File: config.mk
export PLATFORM = sky130hd
export DESIGN_NAME = imu_sample_feeder
export DESIGN_NICKNAME = d
export VERILOG_FILES = /design/src/rtl/attitude_pkg.sv /design/src/rtl/imu_sample_capture.sv /design/src/rtl/imu_sample_feeder.sv
export SDC_FILE = /design/constraint.sdc
export NUM_CORES = 1
export LEC_CHECK = 0
export CAP_MARGIN = 20
export CELL_PAD_IN_SITES_DETAIL_PLACEMENT = 1
export CELL_PAD_IN_SITES_GLOBAL_PLACEMENT = 2
export CORE_MARGIN = 4
export CORE_UTILIZATION = 32
export DETAILED_ROUTE_END_ITERATION = 8
export PLACE_DENSITY = 0.9
export SKIP_CTS_REPAIR_TIMING = 1
export SLEW_MARGIN = 15
export SYNTH_ARGS = -nofsm -noshare
export SYNTH_HDL_FRONTEND = slang
export SYNTH_SLANG_ARGS = --single-unit
File: constraint.sdc
create_clock -name clk -period 11.9 [get_ports clk]
set_clock_uncertainty 0.15 [all_clocks]
set_input_delay 2.38 -clock clk [delete_from_list [all_inputs] [get_ports clk]]
set_output_delay 2.38 -clock clk [all_outputs]
set_load 0.1 [all_outputs]
File: src/rtl/attitude_pkg.sv
// Shared types and constants for the attitude peripheral: feeder FSM states and IMU axis indices.
package attitude_pkg;

  typedef enum logic [1:0] {
    StIdle  = 2'd0,
    StIssue = 2'd1,
    StWaitQ = 2'd2
  } feeder_state_t;

  localparam logic [2:0] AXIS_AX = 3'd0;
  localparam logic [2:0] AXIS_AY = 3'd1;
  localparam logic [2:0] AXIS_AZ = 3'd2;
  localparam logic [2:0] AXIS_WX = 3'd3;
  localparam logic [2:0] AXIS_WY = 3'd4;
  localparam logic [2:0] AXIS_WZ = 3'd5;

  localparam logic [5:0] AXIS_ALL = 6'b111111;

endpackage

File: src/rtl/imu_sample_capture.sv
// Six-axis capture buffer: one register per axis plus a received mask; full once every axis is seen.
module imu_sample_capture
  import attitude_pkg::*;
#(
  parameter int unsigned DATA_W = 16,
  parameter int unsigned ACC_W  = 16,
  parameter int unsigned GYRO_W = 16
) (
  input  logic              clk_i,
  input  logic              rst_i,
  input  logic              s_valid_i,
  output logic              s_ready_o,
  input  logic [2:0]        s_axis_i,
  input  logic [DATA_W-1:0] s_data_i,
  input  logic              take_i,
  output logic              cap_full_o,
  output logic [ACC_W-1:0]  cap_a_x_o,
  output logic [ACC_W-1:0]  cap_a_y_o,
  output logic [ACC_W-1:0]  cap_a_z_o,
  output logic [GYRO_W-1:0] cap_w_x_o,
  output logic [GYRO_W-1:0] cap_w_y_o,
  output logic [GYRO_W-1:0] cap_w_z_o
);

  logic [5:0]        mask_q, mask_d;
  logic [ACC_W-1:0]  a_x_q, a_x_d, a_y_q, a_y_d, a_z_q, a_z_d;
  logic [GYRO_W-1:0] w_x_q, w_x_d, w_y_q, w_y_d, w_z_q, w_z_d;
  logic              accept;

  assign cap_full_o = (mask_q == AXIS_ALL);
  assign s_ready_o  = !cap_full_o;
  assign accept     = s_valid_i && s_ready_o;

  always_comb begin
    mask_d = mask_q;
    a_x_d  = a_x_q;
    a_y_d  = a_y_q;
    a_z_d  = a_z_q;
    w_x_d  = w_x_q;
    w_y_d  = w_y_q;
    w_z_d  = w_z_q;
    if (take_i) begin
      mask_d = '0;
    end else if (accept) begin
      // Indices 6 and 7 match no bit and fall through the case: accepted but dropped.
      for (int i = 0; i < 6; i++) begin
        if (s_axis_i == 3'(i)) mask_d[i] = 1'b1;
      end
      case (s_axis_i)
        AXIS_AX: a_x_d = s_data_i[ACC_W-1:0];
        AXIS_AY: a_y_d = s_data_i[ACC_W-1:0];
        AXIS_AZ: a_z_d = s_data_i[ACC_W-1:0];
        AXIS_WX: w_x_d = s_data_i[GYRO_W-1:0];
        AXIS_WY: w_y_d = s_data_i[GYRO_W-1:0];
        AXIS_WZ: w_z_d = s_data_i[GYRO_W-1:0];
        default: ;
      endcase
    end
  end

  always_ff @(posedge clk_i or posedge rst_i) begin
    if (rst_i) begin
      mask_q <= '0;
      a_x_q  <= '0;
      a_y_q  <= '0;
      a_z_q  <= '0;
      w_x_q  <= '0;
      w_y_q  <= '0;
      w_z_q  <= '0;
    end else begin
      mask_q <= mask_d;
      a_x_q  <= a_x_d;
      a_y_q  <= a_y_d;
      a_z_q  <= a_z_d;
      w_x_q  <= w_x_d;
      w_y_q  <= w_y_d;
      w_z_q  <= w_z_d;
    end
  end

  assign cap_a_x_o = a_x_q;
  assign cap_a_y_o = a_y_q;
  assign cap_a_z_o = a_z_q;
  assign cap_w_x_o = w_x_q;
  assign cap_w_y_o = w_y_q;
  assign cap_w_z_o = w_z_q;

endmodule

File: src/rtl/imu_sample_feeder.sv
// Feeds complete IMU samples into the madgwick filter and latches the returned quaternion,
// with new-data, overrun and sample-count status for the register interface.
module imu_sample_feeder
  import attitude_pkg::*;
#(
  parameter int unsigned DATA_W = 16,
  parameter int unsigned ACC_W  = 16,
  parameter int unsigned GYRO_W = 16,
  parameter int unsigned Q_W    = 16,
  parameter int unsigned CNT_W  = 16
) (
  input  logic              clk,
  input  logic              rst,
  input  logic              enable,
  input  logic              s_valid,
  output logic              s_ready,
  input  logic [2:0]        s_axis,
  input  logic [DATA_W-1:0] s_data,
  output logic              filt_valid_in,
  input  logic              filt_ready_in,
  output logic [ACC_W-1:0]  filt_a_x,
  output logic [ACC_W-1:0]  filt_a_y,
  output logic [ACC_W-1:0]  filt_a_z,
  output logic [GYRO_W-1:0] filt_w_x,
  output logic [GYRO_W-1:0] filt_w_y,
  output logic [GYRO_W-1:0] filt_w_z,
  input  logic              filt_valid_out,
  output logic              filt_ready_out,
  input  logic [Q_W-1:0]    filt_q_w,
  input  logic [Q_W-1:0]    filt_q_x,
  input  logic [Q_W-1:0]    filt_q_y,
  input  logic [Q_W-1:0]    filt_q_z,
  output logic [Q_W-1:0]    q_w,
  output logic [Q_W-1:0]    q_x,
  output logic [Q_W-1:0]    q_y,
  output logic [Q_W-1:0]    q_z,
  output logic              q_new,
  input  logic              q_ack,
  output logic              overrun,
  input  logic              ovr_clr,
  output logic [CNT_W-1:0]  sample_cnt
);

  feeder_state_t     state_q, state_d;
  logic              cap_full, take, latch;
  logic [ACC_W-1:0]  cap_a_x, cap_a_y, cap_a_z;
  logic [GYRO_W-1:0] cap_w_x, cap_w_y, cap_w_z;
  logic [ACC_W-1:0]  a_x_q, a_y_q, a_z_q;
  logic [GYRO_W-1:0] w_x_q, w_y_q, w_z_q;
  logic [Q_W-1:0]    q_w_q, q_x_q, q_y_q, q_z_q;
  logic              q_new_q, q_new_d, ovr_q, ovr_d;
  logic [CNT_W-1:0]  cnt_q, cnt_d;

  imu_sample_capture #(
    .DATA_W (DATA_W),
    .ACC_W  (ACC_W),
    .GYRO_W (GYRO_W)
  ) u_capture (
    .clk_i      (clk),
    .rst_i      (rst),
    .s_valid_i  (s_valid),
    .s_ready_o  (s_ready),
    .s_axis_i   (s_axis),
    .s_data_i   (s_data),
    .take_i     (take),
    .cap_full_o (cap_full),
    .cap_a_x_o  (cap_a_x),
    .cap_a_y_o  (cap_a_y),
    .cap_a_z_o  (cap_a_z),
    .cap_w_x_o  (cap_w_x),
    .cap_w_y_o  (cap_w_y),
    .cap_w_z_o  (cap_w_z)
  );

  always_comb begin
    state_d = state_q;
    take    = 1'b0;
    latch   = 1'b0;
    case (state_q)
      StIdle: begin
        if (cap_full && enable) begin
          take    = 1'b1;
          state_d = StIssue;
        end
      end
      StIssue: begin
        if (filt_ready_in) state_d = StWaitQ;
      end
      StWaitQ: begin
        if (filt_valid_out) begin
          latch   = 1'b1;
          state_d = StIdle;
        end
      end
      default: state_d = StIdle;
    endcase
  end

  // A latch always wins over a same-cycle ack or clear; an ack in the latch cycle suppresses overrun.
  always_comb begin
    q_new_d = q_new_q;
    ovr_d   = ovr_q;
    cnt_d   = cnt_q;
    if (latch) begin
      q_new_d = 1'b1;
      cnt_d   = cnt_q + 1'b1;
    end else if (q_ack) begin
      q_new_d = 1'b0;
    end
    if (latch && q_new_q && !q_ack) begin
      ovr_d = 1'b1;
    end else if (ovr_clr) begin
      ovr_d = 1'b0;
    end
  end

  always_ff @(posedge clk or posedge rst) begin
    if (rst) begin
      state_q <= StIdle;
      a_x_q   <= '0;
      a_y_q   <= '0;
      a_z_q   <= '0;
      w_x_q   <= '0;
      w_y_q   <= '0;
      w_z_q   <= '0;
      q_w_q   <= '0;
      q_x_q   <= '0;
      q_y_q   <= '0;
      q_z_q   <= '0;
      q_new_q <= 1'b0;
      ovr_q   <= 1'b0;
      cnt_q   <= '0;
    end else begin
      state_q <= state_d;
      if (take) begin
        a_x_q <= cap_a_x;
        a_y_q <= cap_a_y;
        a_z_q <= cap_a_z;
        w_x_q <= cap_w_x;
        w_y_q <= cap_w_y;
        w_z_q <= cap_w_z;
      end
      if (latch) begin
        q_w_q <= filt_q_w;
        q_x_q <= filt_q_x;
        q_y_q <= filt_q_y;
        q_z_q <= filt_q_z;
      end
      q_new_q <= q_new_d;
      ovr_q   <= ovr_d;
      cnt_q   <= cnt_d;
    end
  end

  assign filt_valid_in  = (state_q == StIssue);
  assign filt_ready_out = (state_q == StWaitQ);
  assign filt_a_x       = a_x_q;
  assign filt_a_y       = a_y_q;
  assign filt_a_z       = a_z_q;
  assign filt_w_x       = w_x_q;
  assign filt_w_y       = w_y_q;
  assign filt_w_z       = w_z_q;
  assign q_w            = q_w_q;
  assign q_x            = q_x_q;
  assign q_y            = q_y_q;
  assign q_z            = q_z_q;
  assign q_new          = q_new_q;
  assign overrun        = ovr_q;
  assign sample_cnt     = cnt_q;

endmodule

Word-level counts from Yosys, hierarchy flattened
Cells that the tools add are included.

storage, ports and cells
  register bits = 282
  latch bits = 0
  memory bits (writable) = 0
  bits in read-only memories = 0
  bits of input ports = 91
  output and inout port bits = 181
  word-level logic and storage cells = 89
  memories kept = 0

operators by class
  add/sub/neg operators = 1
  multiply operators = 0
  divide/modulo/power cells = 0
  order comparisons = 0
  eq/ne operators = 11
  shift-type cells = 0
  muxes and demuxes = 20
  bitwise gates (word level) = 1
  reductions and logical operators = 30

operators by type and width
  operator                                                                 number
  3-bit AND reduction                                                      7
  2-bit nonzero test                                                       9
  16-bit by 1-bit adder with 16-bit output, second input constant          1
  1-bit 2-to-1 mux                                                         14
  6-bit 2-to-1 mux                                                         2
  2-bit AND reduction                                                      6
  3-bit by 2-bit == test with 1-bit output, second input constant          2
  3-bit == test, second input constant                                     2
  6-bit == test, second input constant                                     1
  2-bit 2-to-1 mux                                                         3
  2-bit one-hot mux with 3 select lines                                    1
  1-bit logical AND                                                        4
  2-bit inequality test, second input constant                             2
  3-bit by 1-bit == test with 1-bit output, second input constant          1
  3-bit logical NOT                                                        1
  2-bit by 1-bit == test with 1-bit output, second input constant          1
  2-bit == test, second input constant                                     1
  1-bit logical NOT                                                        2
  2-bit logical NOT                                                        1
  2-bit by 1-bit inequality test with 1-bit output, second input constant  1
  1-bit inverter                                                           1

Longest topological paths before layout
  depth after elaboration = 6
  depth in mapped cells = 7
  depth with buffers taken out = 5

Modules after synthesis
A second synthesis with hierarchy kept.

second synthesis, totals
  cells, all modules = 790
  area total of the unflattened synthesis = 10846.7 µm²

by module, submodules not included
  module              instances  cells each  area an instance (µm²)  sequential area each (µm²)
  imu_sample_feeder   1          553         6810.3                  4504.3
  imu_sample_capture  1          237         4036.4                  2552.4

Worst setup path before layout
No wires, ideal clock.

  kind = register to output
  start point = register state_q[0]
  end point = output port filt_valid_in
  arrival time = 1824 ps
  data required time = 9370 ps
  setup slack = 7546 ps
  cell stages (with the launch flop) = 2
  buffers on the path = 0
  cell sequence = dfrtp_1 > nor2b_1

on the way
  longest elaborated chain between the ends = 1

RTL lines
  element                                   RTL line                  source
  start: declaration                        imu_sample_feeder.sv:44   feeder_state_t state_q, state_d;
  start signal: assignment                  imu_sample_feeder.sv:119  state_q <= StIdle;
  start signal: assignment                  imu_sample_feeder.sv:134  state_q <= state_d;
  2-bit by 1-bit == test with 1-bit output  imu_sample_feeder.sv:155  assign filt_valid_in = (state_q == StIssue);
  end: declaration                          imu_sample_feeder.sv:19   output logic filt_valid_in,

Every way passes these cells.

Worst setup path after layout
  start point = register u_capture.mask_q[3]
  end point = output port s_ready

on the way
  longest elaborated chain between the ends = 2

RTL lines
  element                   RTL line                  source
  start: declaration        imu_sample_capture.sv:25  logic [5:0] mask_q, mask_d;
  start signal: assignment  imu_sample_capture.sv:71  mask_q <= mask_d;
  6-bit == test             imu_sample_capture.sv:30  assign cap_full_o = (mask_q == AXIS_ALL);
  1-bit logical NOT         imu_sample_capture.sv:31  assign s_ready_o = !cap_full_o;
  end: declaration          imu_sample_feeder.sv:16   output logic s_ready,

Every way passes these cells.

==> metrics.md <==
| Metric | Value |
|---|---|
| Status | `complete, no violations` |
| Setup TNS | `0 ps` |
| # port buffers | `271` |
| Primary FF master, synth | `dfrtp_1` |
| WL/cell | `19.4 um` |
| Antenna cells | `0` |
| Max-slew violation count | `0` |
| Clk sinks | `282` |
| Non-filler cells in the finished layout | `1528` |
| Avg Cell Area, Syn | `13.6 um^2` |
| Ys async rst share | `100%` |
| Nets@finish | `1155` |
| DR WL met2 | `14100 um` |
| Initial antenna violation count | `0` |
| Global-route usage over all layers | `16.2%` |
| Startpoint types | `flip-flop` |
| Initial Util | `32.6%` |
| Final ANT Viol Nets | `0` |
| Remaining Overflow, GRT | `0` |
| Worst Path Max Fanout | `8` |
| First DRT Iteration DRCs | `278` |
| Worst path required time | `9370 ps` |
| First-pass GRT wire length | `46500 um` |
| Die area | `36200 um^2` |
| Worst-Margin Slew | `1130 ps` |
| Met1 wire length | `11700 um` |
| Yosys warns | `0` |
| Critical path cell sequence | `nand4_1 -> or3_1 -> clkdlybuf4s50_1` |
| Number of global-route vias before repair | `8037` |
| Mapped Cells | `779` |
| Core Footprint | `32600 um^2` |
| Later-pin clock latency in the skew report | `560 ps` |
| CTS buffer count | `31` |
| Placement row count | `66` |
| Final Hold Vio Count | `0` |
| Final setup viols | `0` |
| EDFF count, synth | `0` |
| Largest net degree at the start of global routing | `135` |
| CP max-delay cell | `clkdlybuf4s50_1` |
| RSZ-0062 raised after global routing | `false` |
| Yosys reg bits | `282` |
| Max Cap Viol | `0` |
| Highest routing layer actually used | `met4` |
| Hold crit path type | `flip-flop to flip-flop` |
| Period utilisation layout | `43.3%` |
| Critical Path AT | `2620 ps` |
| Slowest cell delay on critical path | `1250 ps` |
| Drt pass-1 iters | `4` |
| CTS tree | `yes` |
| Critical setup path kind | `flip-flop to output port` |
| Fin crit period | `5150 ps` |
| Area Overhead vs Synth | `40.0%` |
| Root Driver | `clkbuf_16` |
| Clock Path Buffers | `3` |
| Share of layout cells above drive strength 1 | `17.9%` |
| Fillers | `3372` |
| Final wirelength | `29600 um` |
| Slew HR | `24.4%` |
| Post-DP HPWL | `20200 um` |
| Placer congestion estimate | `0.724` |
| Sequential area share after synthesis | `66.5%` |
| Placed Instances | `1471` |
| Die outline height | `190 um` |
| Critical Path Sink Type | `output port` |
| Syn nets | `871` |
| F_max | `194 MHz` |
| Clock transition at path regs | `60 ps` |
| Via count | `6928` |
| Drt drc | `0` |
| Detail Route met3 WL | `3460 um` |
| CTS H-tree lvls | `1` |
| Ports | `272` |
| Mapped Area | `10600 um^2` |
| Die Wd | `190 um` |
| Vias per cell | `4.53` |
| Yosys cell types | `29` |
==> cells by family after synthesis <==
kind of cell | share of synthesized area (%)
and+or+nand+nor | 9.17
DFF | 66.5
buffers and inverters | 2.17
adders and majority gates | 0.118
AOI/OAI and AO/OA | 0.495
xor gates and xnor gates | 1.24
muxes | 20.4
==> area by class of cell <==
class	count	area [um^2]	share of cell area (%)
Sequential cell	282	7060	47.5
Tap cell	442	553	3.72
Clock inverter	11	145	0.976
Inverter	11	48.8	0.328
Timing Repair Buffer	284	2830	19.0
Multi-Input combinational cell	453	3330	22.4
Clock buffer	45	898	6.04
==> Yosys cell counts, drive strengths merged (5+ instances only) <==
library cell  count  area share [%]
xnor2            12            0.99
nand2           200             7.1
nor2b             5            0.29
nand3             8            0.38
dfrtp           282              66
nand4             9            0.53
mux2            192              20
buf              21             1.4
o21ai             6            0.28
clkbuf           12            0.42
nor2              5            0.18
inv              11            0.39
==> critical path: cells and delay by family, from the launching register on <==
family / cells / cell delay [ps]
buffers and inverters: 1 / 1250
flip-flops: 1 / 380
AND/OR/NAND/NOR: 2 / 430
==> placed cells by master, fill, tap and decap left out, types with 2 or more instances in the layout <==
master	count
clkinv_2	7
bufinv_16	3
mux2_2	129
xnor2_1	12
mux2_1	63
and3_1	2
nand3_1	8
clkbuf_1	7
inv_1	10
nand2_1	200
nor2b_1	5
o21ai_0	6
nor2_1	5
clkdlybuf4s50_1	271
clkbuf_8	7
buf_4	12
xor2_1	3
dfrtp_1	282
clkbuf_16	31
nand4_1	9
==> flip-flops by register name, indices dropped and copies added (netlist names), 16 cells and up <==
register / flops
q_x: 16
u_capture.cap_a_z_o: 16
q_z: 16
q_w: 16
filt_a_x: 16
u_capture.cap_w_y_o: 16
u_capture.cap_w_x_o: 16
filt_w_z: 16
u_capture.cap_a_x_o: 16
filt_w_y: 16
u_capture.cap_w_z_o: 16
u_capture.cap_a_y_o: 16
filt_w_x: 16
q_y: 16
filt_a_z: 16
filt_a_y: 16
sample_cnt: 16
==> routing by layer <==
metal,vias up,GRT usage [%]
li1,3163,-
met4,0,2.51
met2,244,27.4
met1,3493,19.3
met5,-,0
met3,28,7.83
==> final timing paths <==
| check | end | slack [ps] | cells past startpoint | from |
|---|---|---|---|---|
| worst max-delay path | s_ready | 6750 | 3 | u_capture.mask_q[3] |
| worst min-delay path | q_x[7] | 320 | 2 | q_x[7] |
| worst max register to register | filt_a_y[8] | 8620 | 6 | u_capture.mask_q[4] |
| worst min register to register | q_x[7] | 320 | 2 | q_x[7] |
| max in group asynchronous | filt_a_x[11] | 7820 | 3 | rst |
| min in group asynchronous | q_z[3] | 2280 | 2 | rst |
==> metrics by stage <==
stage | area (um^2) | utilization, % | hold slack (ps) | setup WS (ps)
floorplan | 10600 | - | 309 | 1590
global placement | 13800 | 42.3 | 307 | 6870
detailed placement | 13800 | 42.3 | 316 | 6830
CTS | 14800 | 45.5 | 326 | 6650
global route | 14900 | 45.6 | 339 | 6580
finish | 14900 | 45.6 | 319 | 6750
Power is not shown: default switching activity piles up to over one toggle a cycle in this logic, so the estimate is an artifact.
